<file path="config.mk">
export PLATFORM = sky130hd
export DESIGN_NAME = proc_run_monitor
export DESIGN_NICKNAME = d
export VERILOG_FILES = /design/src/rtl/proc_run_monitor.sv
export SDC_FILE = /design/constraint.sdc
export NUM_CORES = 1
export LEC_CHECK = 0
export ABC_AREA = 1
export BUFFER_PORTS_ARGS = -buffer_cell sky130_fd_sc_hd__buf_2
export CAP_MARGIN = 0
export CORE_UTILIZATION = 50
export CTS_CLUSTER_DIAMETER = 100
export CTS_CLUSTER_SIZE = 10
export DETAILED_ROUTE_END_ITERATION = 8
export PLACE_DENSITY_LB_ADDON = 0.08
export SYNTH_ARGS = -nofsm -noshare
export SYNTH_HDL_FRONTEND = slang
export SYNTH_SLANG_ARGS = --single-unit
export TNS_END_PERCENT = 20
</file>
<file path="constraint.sdc">
create_clock -name clock -period 5.26 [get_ports clock]
set_input_delay 0.263 -clock clock [delete_from_list [all_inputs] [get_ports clock]]
set_output_delay 0.263 -clock clock [all_outputs]
set_load 0.005 [all_outputs]
</file>
<file path="src/rtl/proc_run_monitor.sv">
// Run monitor: holds a processor in reset, lets it run for a bounded number of cycles,
// and traces every change on its output into a first-word-fall-through FIFO.
module proc_run_monitor #(
    parameter int                DATA_W      = 32,
    parameter int                HOLD_CYCLES = 1,
    parameter int                MAX_CYCLES  = 100,
    parameter int                TRACE_DEPTH = 16,
    parameter bit                END_EN      = 1'b0,
    parameter logic [DATA_W-1:0] END_VALUE   = '0
) (
    input  logic                             clock,
    input  logic                             reset,
    input  logic [DATA_W-1:0]                io_out,
    output logic                             cpu_reset,
    output logic                             running,
    output logic                             done,
    output logic                             pass,
    output logic                             timeout,
    output logic [31:0]                      cycle_cnt,
    input  logic                             rd_en,
    output logic [32+DATA_W-1:0]             rd_data,
    output logic                             rd_empty,
    output logic [$clog2(TRACE_DEPTH):0]     trace_count,
    output logic                             overflow
);
    localparam int AW = $clog2(TRACE_DEPTH);
    localparam int CW = AW + 1;
    localparam int EW = 32 + DATA_W;
    localparam logic [CW-1:0] FULL_CNT  = CW'(TRACE_DEPTH);
    localparam logic [31:0]   LAST_CYC  = 32'(MAX_CYCLES - 1);
    localparam logic [31:0]   LAST_HOLD = 32'(HOLD_CYCLES - 1);

    localparam logic [1:0] S_HOLD = 2'd0;
    localparam logic [1:0] S_RUN  = 2'd1;
    localparam logic [1:0] S_DONE = 2'd2;

    logic [1:0]        state_q, state_d;
    logic [31:0]       hold_cnt_q, hold_cnt_d;
    logic [31:0]       cycle_cnt_q, cycle_cnt_d;
    logic [DATA_W-1:0] prev_q, prev_d;
    logic              prev_vld_q, prev_vld_d;
    logic              pass_q, pass_d;
    logic              timeout_q, timeout_d;
    logic              overflow_q, overflow_d;
    logic              cpu_reset_q, cpu_reset_d;
    logic              running_q, running_d;
    logic              done_q, done_d;
    logic [AW-1:0]     wr_ptr_q, wr_ptr_d;
    logic [AW-1:0]     rd_ptr_q, rd_ptr_d;
    logic [CW-1:0]     count_q, count_d;
    logic [EW-1:0]     mem_q [TRACE_DEPTH];

    logic in_run, capture, end_hit, budget_hit, pop, full, push;

    always_comb begin
        state_d     = state_q;
        hold_cnt_d  = hold_cnt_q;
        cycle_cnt_d = cycle_cnt_q;
        prev_d      = prev_q;
        prev_vld_d  = prev_vld_q;
        pass_d      = pass_q;
        timeout_d   = timeout_q;
        overflow_d  = overflow_q;

        in_run     = (state_q == S_RUN);
        capture    = in_run && (!prev_vld_q || (io_out != prev_q));
        end_hit    = END_EN && in_run && (io_out == END_VALUE);
        budget_hit = in_run && (cycle_cnt_q == LAST_CYC);
        pop        = rd_en && (count_q != '0);
        full       = (count_q == FULL_CNT);
        // A pop in the same cycle frees the slot a full-FIFO push needs.
        push       = capture && (!full || pop);

        case (state_q)
            S_HOLD: begin
                if (hold_cnt_q == LAST_HOLD) begin
                    state_d = S_RUN;
                end else begin
                    hold_cnt_d = hold_cnt_q + 32'd1;
                end
            end
            S_RUN: begin
                prev_d     = io_out;
                prev_vld_d = 1'b1;
                // End-match outranks the budget when both land in the same cycle.
                if (end_hit) begin
                    state_d = S_DONE;
                    pass_d  = 1'b1;
                end else if (budget_hit) begin
                    state_d   = S_DONE;
                    timeout_d = 1'b1;
                end else begin
                    cycle_cnt_d = cycle_cnt_q + 32'd1;
                end
            end
            S_DONE: ;
            default: state_d = S_HOLD;
        endcase

        if (capture && full && !pop) begin
            overflow_d = 1'b1;
        end

        wr_ptr_d = wr_ptr_q + AW'(push);
        rd_ptr_d = rd_ptr_q + AW'(pop);
        count_d  = count_q + CW'(push) - CW'(pop);

        cpu_reset_d = (state_d != S_RUN);
        running_d   = (state_d == S_RUN);
        done_d      = (state_d == S_DONE);
    end

    always_ff @(posedge clock) begin
        if (reset) begin
            state_q     <= S_HOLD;
            hold_cnt_q  <= '0;
            cycle_cnt_q <= '0;
            prev_q      <= '0;
            prev_vld_q  <= 1'b0;
            pass_q      <= 1'b0;
            timeout_q   <= 1'b0;
            overflow_q  <= 1'b0;
            cpu_reset_q <= 1'b1;
            running_q   <= 1'b0;
            done_q      <= 1'b0;
            wr_ptr_q    <= '0;
            rd_ptr_q    <= '0;
            count_q     <= '0;
        end else begin
            state_q     <= state_d;
            hold_cnt_q  <= hold_cnt_d;
            cycle_cnt_q <= cycle_cnt_d;
            prev_q      <= prev_d;
            prev_vld_q  <= prev_vld_d;
            pass_q      <= pass_d;
            timeout_q   <= timeout_d;
            overflow_q  <= overflow_d;
            cpu_reset_q <= cpu_reset_d;
            running_q   <= running_d;
            done_q      <= done_d;
            wr_ptr_q    <= wr_ptr_d;
            rd_ptr_q    <= rd_ptr_d;
            count_q     <= count_d;
        end
    end

    // Trace storage carries no reset; only pointers and count define its contents.
    always_ff @(posedge clock) begin
        if (!reset && push) begin
            mem_q[wr_ptr_q] <= {cycle_cnt_q, io_out};
        end
    end

    assign cpu_reset   = cpu_reset_q;
    assign running     = running_q;
    assign done        = done_q;
    assign pass        = pass_q;
    assign timeout     = timeout_q;
    assign overflow    = overflow_q;
    assign cycle_cnt   = cycle_cnt_q;
    assign rd_data     = mem_q[rd_ptr_q];
    assign rd_empty    = (count_q == '0);
    assign trace_count = count_q;
endmodule

</file>
* Word-level counts from Yosys, hierarchy flattened
Memories as Yosys holds them, arrays and structs flattened. A register that Yosys moved wholly into a read port is not among the register bits.
Index checks and enable logic that the tools add are counted.
** Word-level totals
- Memory bits (writable) :: 1024
- Output and inout port bits :: 108
- Bits in registers :: 117
- Bits of input ports :: 35
- Memories :: 1
- Logic and storage cells :: 56
** Memories
- mem_q :: depth 16, bits a word 64, read ports 1, clocked after memory_dff 1, wr ports 1, RTL line 51 : logic [EW-1:0] mem_q [TRACE_DEPTH];
** Cells by class
- Eq/ne operators :: 8
- Add/sub/neg operators :: 6
- Mux-type cells :: 6
- Bitwise logic cells :: 2
- Reduce and logical (&&, ||, !) cells :: 20
** Operator list (number)
- $add A32 B1 Y32 const B :: 2
- $eq A32 B7 Y1 const B :: 1
- $logic_not A32 Y1 :: 1
- $ne A32 B32 Y1 :: 1
- $add A4 B1 Y4 :: 2
- $logic_and A1 B1 Y1 :: 7
- $pmux W2 S3 :: 1
- $reduce_and A2 Y1 :: 3
- $add A5 B1 Y5 :: 1
- $eq A5 B5 Y1 const B :: 1
- $logic_not A5 Y1 :: 1
- $reduce_bool A5 Y1 :: 1
- $sub A5 B1 Y5 :: 1
- $eq A2 B1 Y1 const B :: 2
- $eq A2 B2 Y1 const B :: 2
- $logic_not A1 Y1 :: 4
- $mux W2 :: 2
- $mux W4 :: 1
- $logic_not A2 Y1 :: 1
- $logic_or A1 B1 Y1 :: 2
- $mux W1 :: 2
- $ne A2 B1 Y1 const B :: 1
- $not A1 Y1 :: 2

* Longest topological paths before layout
Gate-level depths: netlist of the first run.
- Word-level depth :: 7
- Gate-level depth with buffers :: 19
- Mapped depth without buffers :: 19

* Worst setup path before layout of the first run
OpenSTA, ideal clock, no wires.
- Kind :: flip-flop to flip-flop
- Start :: reg count_q[2], in the netlist trace_count[2]
- End :: mem mem_q[10][0] in the netlist's numbering (enable)
- Stages on the path, launching flop included :: 11
- Slack :: 707 ps
- Data required time :: 4774 ps
- Setup time :: 486 ps
- Period minus slack after synthesis :: 4553 ps
- Data arrival time :: 4067 ps
- Path buffers :: 1
- Cells stage by stage :: dfxtp_1 -> inv_1 -> ha_1 -> nand2_1 -> nor2_1 -> inv_1 -> o21ai_0 -> nand3_1 -> nand4_1 -> buf_2 -> nor2_1
** Between the ends
- Word-level cells in the longest chain between the ends :: 7
- Elaborated cells on any way between the ends :: 9
- Those cells by class :: eq/ne (1); mux (2); reduce/logical (6)
** Ends and longest elaborated chain
- from (decl) :: RTL line 50 : logic [CW-1:0] count_q, count_d;
- from (signal assigned) :: RTL line 143 : count_q <= count_d;
- $eq A5 B5 Y1 / $reduce_bool A5 Y1 (equally long branches) :: RTL line 70, 69
- $logic_not A1 Y1 / $logic_and A1 B1 Y1 (equally long branches) :: RTL line 72, 69
- $logic_or A1 B1 Y1 (*) :: RTL line 72 : push = capture && (!full || pop);
- $logic_and A1 B1 Y1 (*) :: RTL line 72
- $logic_and A1 B1 Y1 (*) :: RTL line 149 : if (!reset && push) begin
- $mux W1 (*) :: RTL line 149
- $mux W1 (not written as such) (*) :: RTL line 150 : mem_q[wr_ptr_q] <= {cycle_cnt_q, io_out};
- to (decl) :: RTL line 51
Mark *: on every way between the ends. The rest lies on a longest branch, timed or not.

==> impl_results.md, run 1 <==
* Status: complete, no violations
* Clock skew at 22.0 ps
* Sequential area share after synthesis at 69.9%
* VDD IR max at 0.000388 V
* Post-DRT Antenna Nets at 0
* DRC viols at 0
* Remaining Overflow, GRT at 0
* Setup violators final at 0
* Setup_tns at 0 ps
* Gr usage total at 25.2%
* Sequential Power Share at 44.5%
* Multi-input gate area at 11900 sq um
* Rows at 112
* Total CTS buffers at 132
* Routed via count at 29500
* Routability-driven placement congestion ratio at 0.878
* Postcts setup bufs at 0
* Routed vias/inst at 5.61
* Leading area contributor after synthesis: edfxtp_1
* Largest net degree at the start of global routing at 165
* Sequential cell area at 33100 sq um
* Synth top area cells: edfxtp_1 (65%), mux2i_1 (5.4%), dfxtp_1 (4.9%)
* Final Hold Viols at 0
* Reg clk slew, reported paths at 50 ps
* Detailed Route Iter0 Violations at 2492
* Actual slew at the worst max-slew pin at 1270 ps
* Dpl hpwl at 64200 microns
* # hold bufs at CTS at 32
* Post-synthesis cell area at 47400 sq um
* Wire per inst at 22.6 microns
* Worst endpoint required time at 5000 ps
* Resized cells post-CTS at 0
* Total power at 23.2 mW
* Power Density at 432 nW/um^2
* Fill cell count at 7796
* Synthesized net count at 3807
* Area grow syn2layout at 13.2%
* Post-route setup slack at 1570 ps
* Comb power frac at 19.8%
* Die width at 310 microns
* Net Sw Frac at 28.1%
* Max_slew headroom at 15.1%
* Post-synthesis sequential element count at 1141
* Synth Area in XOR/XNOR at 1.18%
* Yosys warnings at 0
* Fin nets at 3965
* Core area at 93600 sq um
* Clk_lat worst skew at 730 ps
* Min Tclk post-route at 3690 ps
* Clock share of power at 35.7%
* DR pass1 iterations at 6
* Post-Synth Simple-Gate Area at 6.31%
* Post-synth top flop: edfxtp_1
* Placed inst area at 49500 sq um
* Async SR Flop Fraction at 0%
* Netlist cell types at 37
* First-pass GRT wire length at 180000 microns
* Synth cell count leaders: edfxtp_1 (1024), inv_1 (393), nand2_1 (366)
* Initial Utilization at 50.6%
* Leakage at 18.6 nW
* Setup WS pre-CTS at 1430 ps
* Setup repair after global routing missed its margin: false
* I/O Buffers at 141
* Vias in the first global route at 29500
* Post-Synth Adder-Cell Area at 0.386%
* CP max FO at 41
* Number of enable flip-flop cells after synthesis at 1024
* H-tree depth at 4
* Final wirelength at 119000 microns
* Layout cells sized above 1 at 10.2%
* Full die area at 96000 sq um
* CP Launch Type: flop
* Die Ht at 310 microns
* Sink Count at 1141
* Crit path kind: reg2out
* Max Root-Sink Buffers at 3
* NetSw at 6.50 mW
* Crit path DAT at 3430 ps
* Path category of the worst min-delay check: in2reg
* Fraction of synthesized area in multiplexers at 5.41%
* Top-count cell post-synth: edfxtp_1
* Max-slew violations at 0
* CTS tree: done
* IO Count at 143
* Synth top area share at 64.9%
* Root Driver: clkbuf_16
* Final Instance Area at 53600 sq um
* Post-Synthesis Cells at 3758
* FMAX at 271 MHz
* Initial antenna violation count at 4
* Int Pwr at 16.6 mW
* Synth Area per Inst at 12.6 sq um
* CP Capture Type: output pin
* Compound-cell area share of the yosys netlist at 11.5%
* Largest family of logic cells by synthesized area: compound AO/OA/AOI/OAI gates
* Reported max-cap violation count at 0
* Part of the cycle the worst path needs at 70.1%
[placed cells by master (no fill, tap or decap), types with 5 or more instances in the layout]
master	n
xnor2_1	16
inv_2	5
nor2_1	150
nand4_1	14
ha_1	13
mux2i_1	256
a21oi_1	334
o21ai_1	6
clkbuf_1	87
buf_2	141
nor2_4	18
nand2_1	366
a21oi_2	10
buf_12	13
clkbuf_16	139
o21ai_0	345
nand3_1	115
nor3_1	31
xor2_1	48
edfxtp_1	1024
dfxtp_1	113
inv_1	391
buf_4	57
o211ai_1	256
dlygate4sd3_1	32
[routing by layer]
| metal | vias up | GRT usage [%] | share of wire [%] |
|---|---|---|---|
| met5 | - | 0 | 0.010 |
| met4 | 2 | 9.16 | 3.0 |
| met3 | 209 | 4.23 | 5.5 |
| met2 | 817 | 41.3 | 48 |
| met1 | 14600 | 33.8 | 44 |
| li1 | 13900 | - | - |
[power by group through the flow]
stage                     logic [mW]  clock network [mW]  registers [mW]
after detailed placement        4.61                   0            10.5
after CTS                       4.65                8.44            10.3
after global routing            5.11                8.77            10.3
final                           4.58                8.26            10.3
after floorplan                 3.26                   0            10.4
after global placement          4.54                   0            10.5
[final cells by class]
cell class                 count  area share (%)
antenna                        1         0.00467
clock buffer                 226            7.10
clock inverter                 4          0.0653
inverter                     399            2.81
multi-input combinational   1999            22.2
sequential                  1141            61.7
tap                         1254            2.93
timing repair buffer         243            3.20
[per-stage QoR]
| stage | instances | util [%] | hold slack (ps) |
|---|---|---|---|
| 4_1_cts | 5266 | 57.3 | 74.4 |
| 3_3_place_gp | 5004 | 52.8 | 442 |
| 5_1_grt | 5267 | 57.3 | 169 |
| 3_5_place_dp | 5004 | 52.8 | 456 |
| 2_1_floorplan | 3758 | - | 362 |
| 6_report | 5267 | 57.3 | 107 |
[sequential cells by signal, indices dropped and copies added (netlist names), 2 cells and up]
name and cells:
mem_q 1024, cycle_cnt 32, hold_cnt_q 32, prev_q 32
trace_count 5, rd_ptr_q 4, wr_ptr_q 4, state_q 2
[kinds of logic (layout without fill, tap and decap cells)]
family                     Yosys count  in the layout
other                                1              2
muxes                              256            256
buffers and inverters              618            872
AOI/OAI and AO/OA                  953            953
xor gates and xnor gates            64             64
and+or+nand+nor                    711            711
adders and majority gates           14             14
DFF                               1141           1141
[worst max-delay path: stages (launching register included)]
cell and delay, ps:
dfxtp_4 770, clkinv_2 690, buf_4 620, nand3_1 200, nand2_1 170, buf_2 180
[path summary, 6_finish.rpt]
check	start	to	slack, ps	cells past startpoint
min	rd_en	rd_ptr_q[0]$_SDFF_PP0_	110	6
max reg2reg	prev_q[1]$_SDFFE_PP0P_	mem_q[13][63]$_DFFE_PP_	1760	10
min reg2reg	hold_cnt_q[31]$_SDFFE_PP0P_	hold_cnt_q[31]$_SDFFE_PP0P_	470	2
max	rd_ptr_q[3]$_SDFF_PP0_	rd_data[12]	1570	5
Note: power is estimated with default switching activity, not from simulation.
==> inputs of run 2 (changes only) <==
clock period = 3 ns   (was 5.26 ns; I/O delays follow)
==> run 2 against run 1 <==
  * Non-clock buffer count grew 123
  * Worst setup slack lost 1400 ps
  * Final area grew 3.2%
  * Global-route usage shrank 0.31 points
  * Critical path depth grew 3
  * Register-to-register slack lost 1500 ps
  * Routed wire length shrank 1.0%
  * Utilization grew 1.8 points
  * Critical endpoint is now rd_data[16]
==> impl_results.md, run 2 (same netlist as run 1, synthesis figures left out) <==
* Status: complete, no violations
* Reported max-cap violation count at 0 (unchanged)
* Crit path capture: rd_data[16]
* CP Launch Type: flop
* Initial Utilization at 50.6% (unchanged)
* Root Driver: clkbuf_16
* First-pass GRT wire length at 179000 microns (-0.76%)
* I/O Buffers at 141 (unchanged)
* Area grow syn2layout at 16.8%
* Die Ht at 310 microns (unchanged)
* Met1 Use GR at 34.4% (+0.61 points)
* Hold WS at 142 ps (+35.0 ps)
* Post-route setup slack at 150 ps (-1420 ps)
* Inst Count DP at 5119 (+2.3%)
* Layout Cells excl Fill at 5379 (+2.1%)
* Die width at 310 microns (unchanged)
* Setup_tns at 0 ps (unchanged)
* Layout cells sized above 1 at 13.0% (+2.8 points)
* Total CTS buffers at 132 (unchanged)
* VDD IR max at 0.000626 V (+61%)
* Sink Count at 1141 (unchanged)
* Routability-driven placement congestion ratio at 0.889 (+1.3%)
* Clock skew at 22.0 ps (-0.0546 ps)
* CP startpoint: rd_ptr_q[0]$_SDFF_PP0_
* DRC viols at 0 (unchanged)
* Path category of the worst min-delay check: in2reg
* Vias in the first global route at 29200 (-1.1%)
* CP Capture Type: output pin
* Fill cell count at 7616 (-2.3%)
* RR Startpoint: prev_q[5]$_SDFFE_PP0P_
* Full die area at 96000 sq um (unchanged)
* Path depth of the worst reg2reg path at 18 (+8)
* Core area at 93600 sq um (unchanged)
* Power Density at 744 nW/um^2 (+72%)
* M2 GR Usage at 40.7% (-0.56 points)
* Worst endpoint required time at 2850 ps (-2150 ps)
* Post-DRT Antenna Nets at 0 (unchanged)
* Setup WS pre-CTS at 168 ps (-1260 ps)
* Setup violators final at 0 (unchanged)
* Global Route met3 Usage at 3.61% (-0.62 points)
* Remaining Overflow, GRT at 0 (unchanged)
* Setup repair after global routing missed its margin: false
* R2r setup slk at 260 ps (-1500 ps)
* Max Root-Sink Buffers at 3 (unchanged)
* Routed via count at 29600 (+0.40%)
* Fin nets at 4088 (+3.1%)
* Wire per inst at 21.9 microns (-3.1%)
* Reg2reg end: trace_count[4]$_SDFF_PP0_
* Final Core Density at 59.1% (+1.8 points)
* FMAX at 351 MHz
* Antenna Cells at 0 (-1)
* Gr usage total at 24.9% (-0.31 points)
* Final Hold Viols at 0 (unchanged)
* Initial antenna violation count at 2 (-2)
* H-tree depth at 4 (unchanged)
* Crit path DAT at 2700 ps (-730 ps)
* Slowest cell on the critical path: dfxtp_4
* CP cell instances: buf_4, buf_16, buf_12, mux2i_1, o21ai_0, o211ai_1, nand2_1, buf_2
* Detailed Route Iter0 Violations at 2347 (-5.8%)
* Max-slew violations at 0 (unchanged)
* Register with the most flip-flops: mem_q
* CTS tree: done
* Min Tclk post-route at 2850 ps
* Leakage at 19.4 nW (+4.5%)
* DR pass1 iterations at 5 (-1)
* Max_slew headroom at 34.9% (+20 points)
* GRT Max-Usage Layer: met2
* IO Count at 143 (unchanged)
* Largest register FFs at 1024 (unchanged)
* Actual slew at the worst max-slew pin at 976 ps (-296 ps)
* Rows at 112 (unchanged)
* CP max FO at 57 (+39%)
* Reg clk slew, reported paths at 50 ps (about the same)
* Largest net degree at the start of global routing at 114 (-31%)
* Crit path kind: reg2out
* Dpl hpwl at 70700 microns (+10%)
* Routed vias/inst at 5.51 (-1.7%)
* Clk_lat worst skew at 730 ps (about the same)
* Leading cell types in the layout, fill and taps excluded: edfxtp_1 (1024), inv_1 (391), nand2_1 (366), o21ai_0 (344), a21oi_1 (334)
* Part of the cycle the worst path needs at 95.0%
* Max incr delay on CP at 480 ps (-290 ps)
* Most common cell after layout, fill and taps aside: edfxtp_1
* Final wirelength at 118000 microns (-1.0%)
run 2: changes by cell type in the layout (fill, tap and decap cells not counted), sizes merged:
cell,before,now
clkinv,1,6
inv,402,403
buf,211,333
clkbuf,226,210
diode,1,0
dlygate4sd3,32,33
run 2: area by class of cell:
| type | count | area [sq um] | share of cell area [%] |
|---|---|---|---|
| Timing Repair Buffer | 366 | 3420 | 6.19 |
| Sequential cell | 1141 | 33100 | 59.8 |
| Tap cell | 1254 | 1570 | 2.84 |
| Inverter | 399 | 1510 | 2.73 |
| Clock buffer | 210 | 3700 | 6.69 |
| Multi-Input combinational cell | 1999 | 11900 | 21.5 |
| Clock inverter | 10 | 133 | 0.240 |
run 2: worst min path at each step:
stage	cells after the start	to	startpoint	slack (ps)
floorplan	0	mem_q[0][0]$_DFFE_PP_	io_out[0]	250
global placement	1	mem_q[1][15]$_DFFE_PP_	io_out[15]	380
detailed placement	1	mem_q[1][15]$_DFFE_PP_	io_out[15]	380
CTS	5	hold_cnt_q[2]$_SDFFE_PP0P_	reset	110
global route	5	cycle_cnt[0]$_SDFFE_PP0P_	reset	170
finish	3	hold_cnt_q[18]$_SDFFE_PP0P_	reset	140
run 2: what timing repair did:
action | 4_1_cts | 5_1_grt
resized for setup | 0 | 8
setup buffers | 0 | 7
hold endpoints to repair | 545 | 0
hold buffers | 33 | 0
setup endpoints to repair | 0 | 17
run 2: per-layer routing:
layer	wire length [microns]	vias to the layer above	part of all wire, %
li1	-	14100	-
met1	52800	14700	45
met2	56500	703	48
met3	5690	170	4.8
met4	2840	0	2.4
met5	0	-	0
run 2: stage by stage:
step / area (sq um) / power [mW]
global placement: 51100 / 26.9
floorplan: 47400 / 23.9
CTS: 55200 / 41.5
global route: 55300 / 43.0
finish: 55300 / 41.2
detailed placement: 51100 / 26.9
run 2: power by group:
group	internal [mW]	switching, mW
clock network	8.43	6.10
logic	3.38	5.36
registers	17.7	0.219
total	29.5	11.7
run 2: worst max-delay path, delay by kind of cell, from the launching register on:
kind | cells | cell delay, ps
AND/OR/NAND/NOR | 1 | 100
multiplexers | 1 | 190
flip-flops | 1 | 480
buffers and inverters | 4 | 840
AO/OA/AOI/OAI | 2 | 320
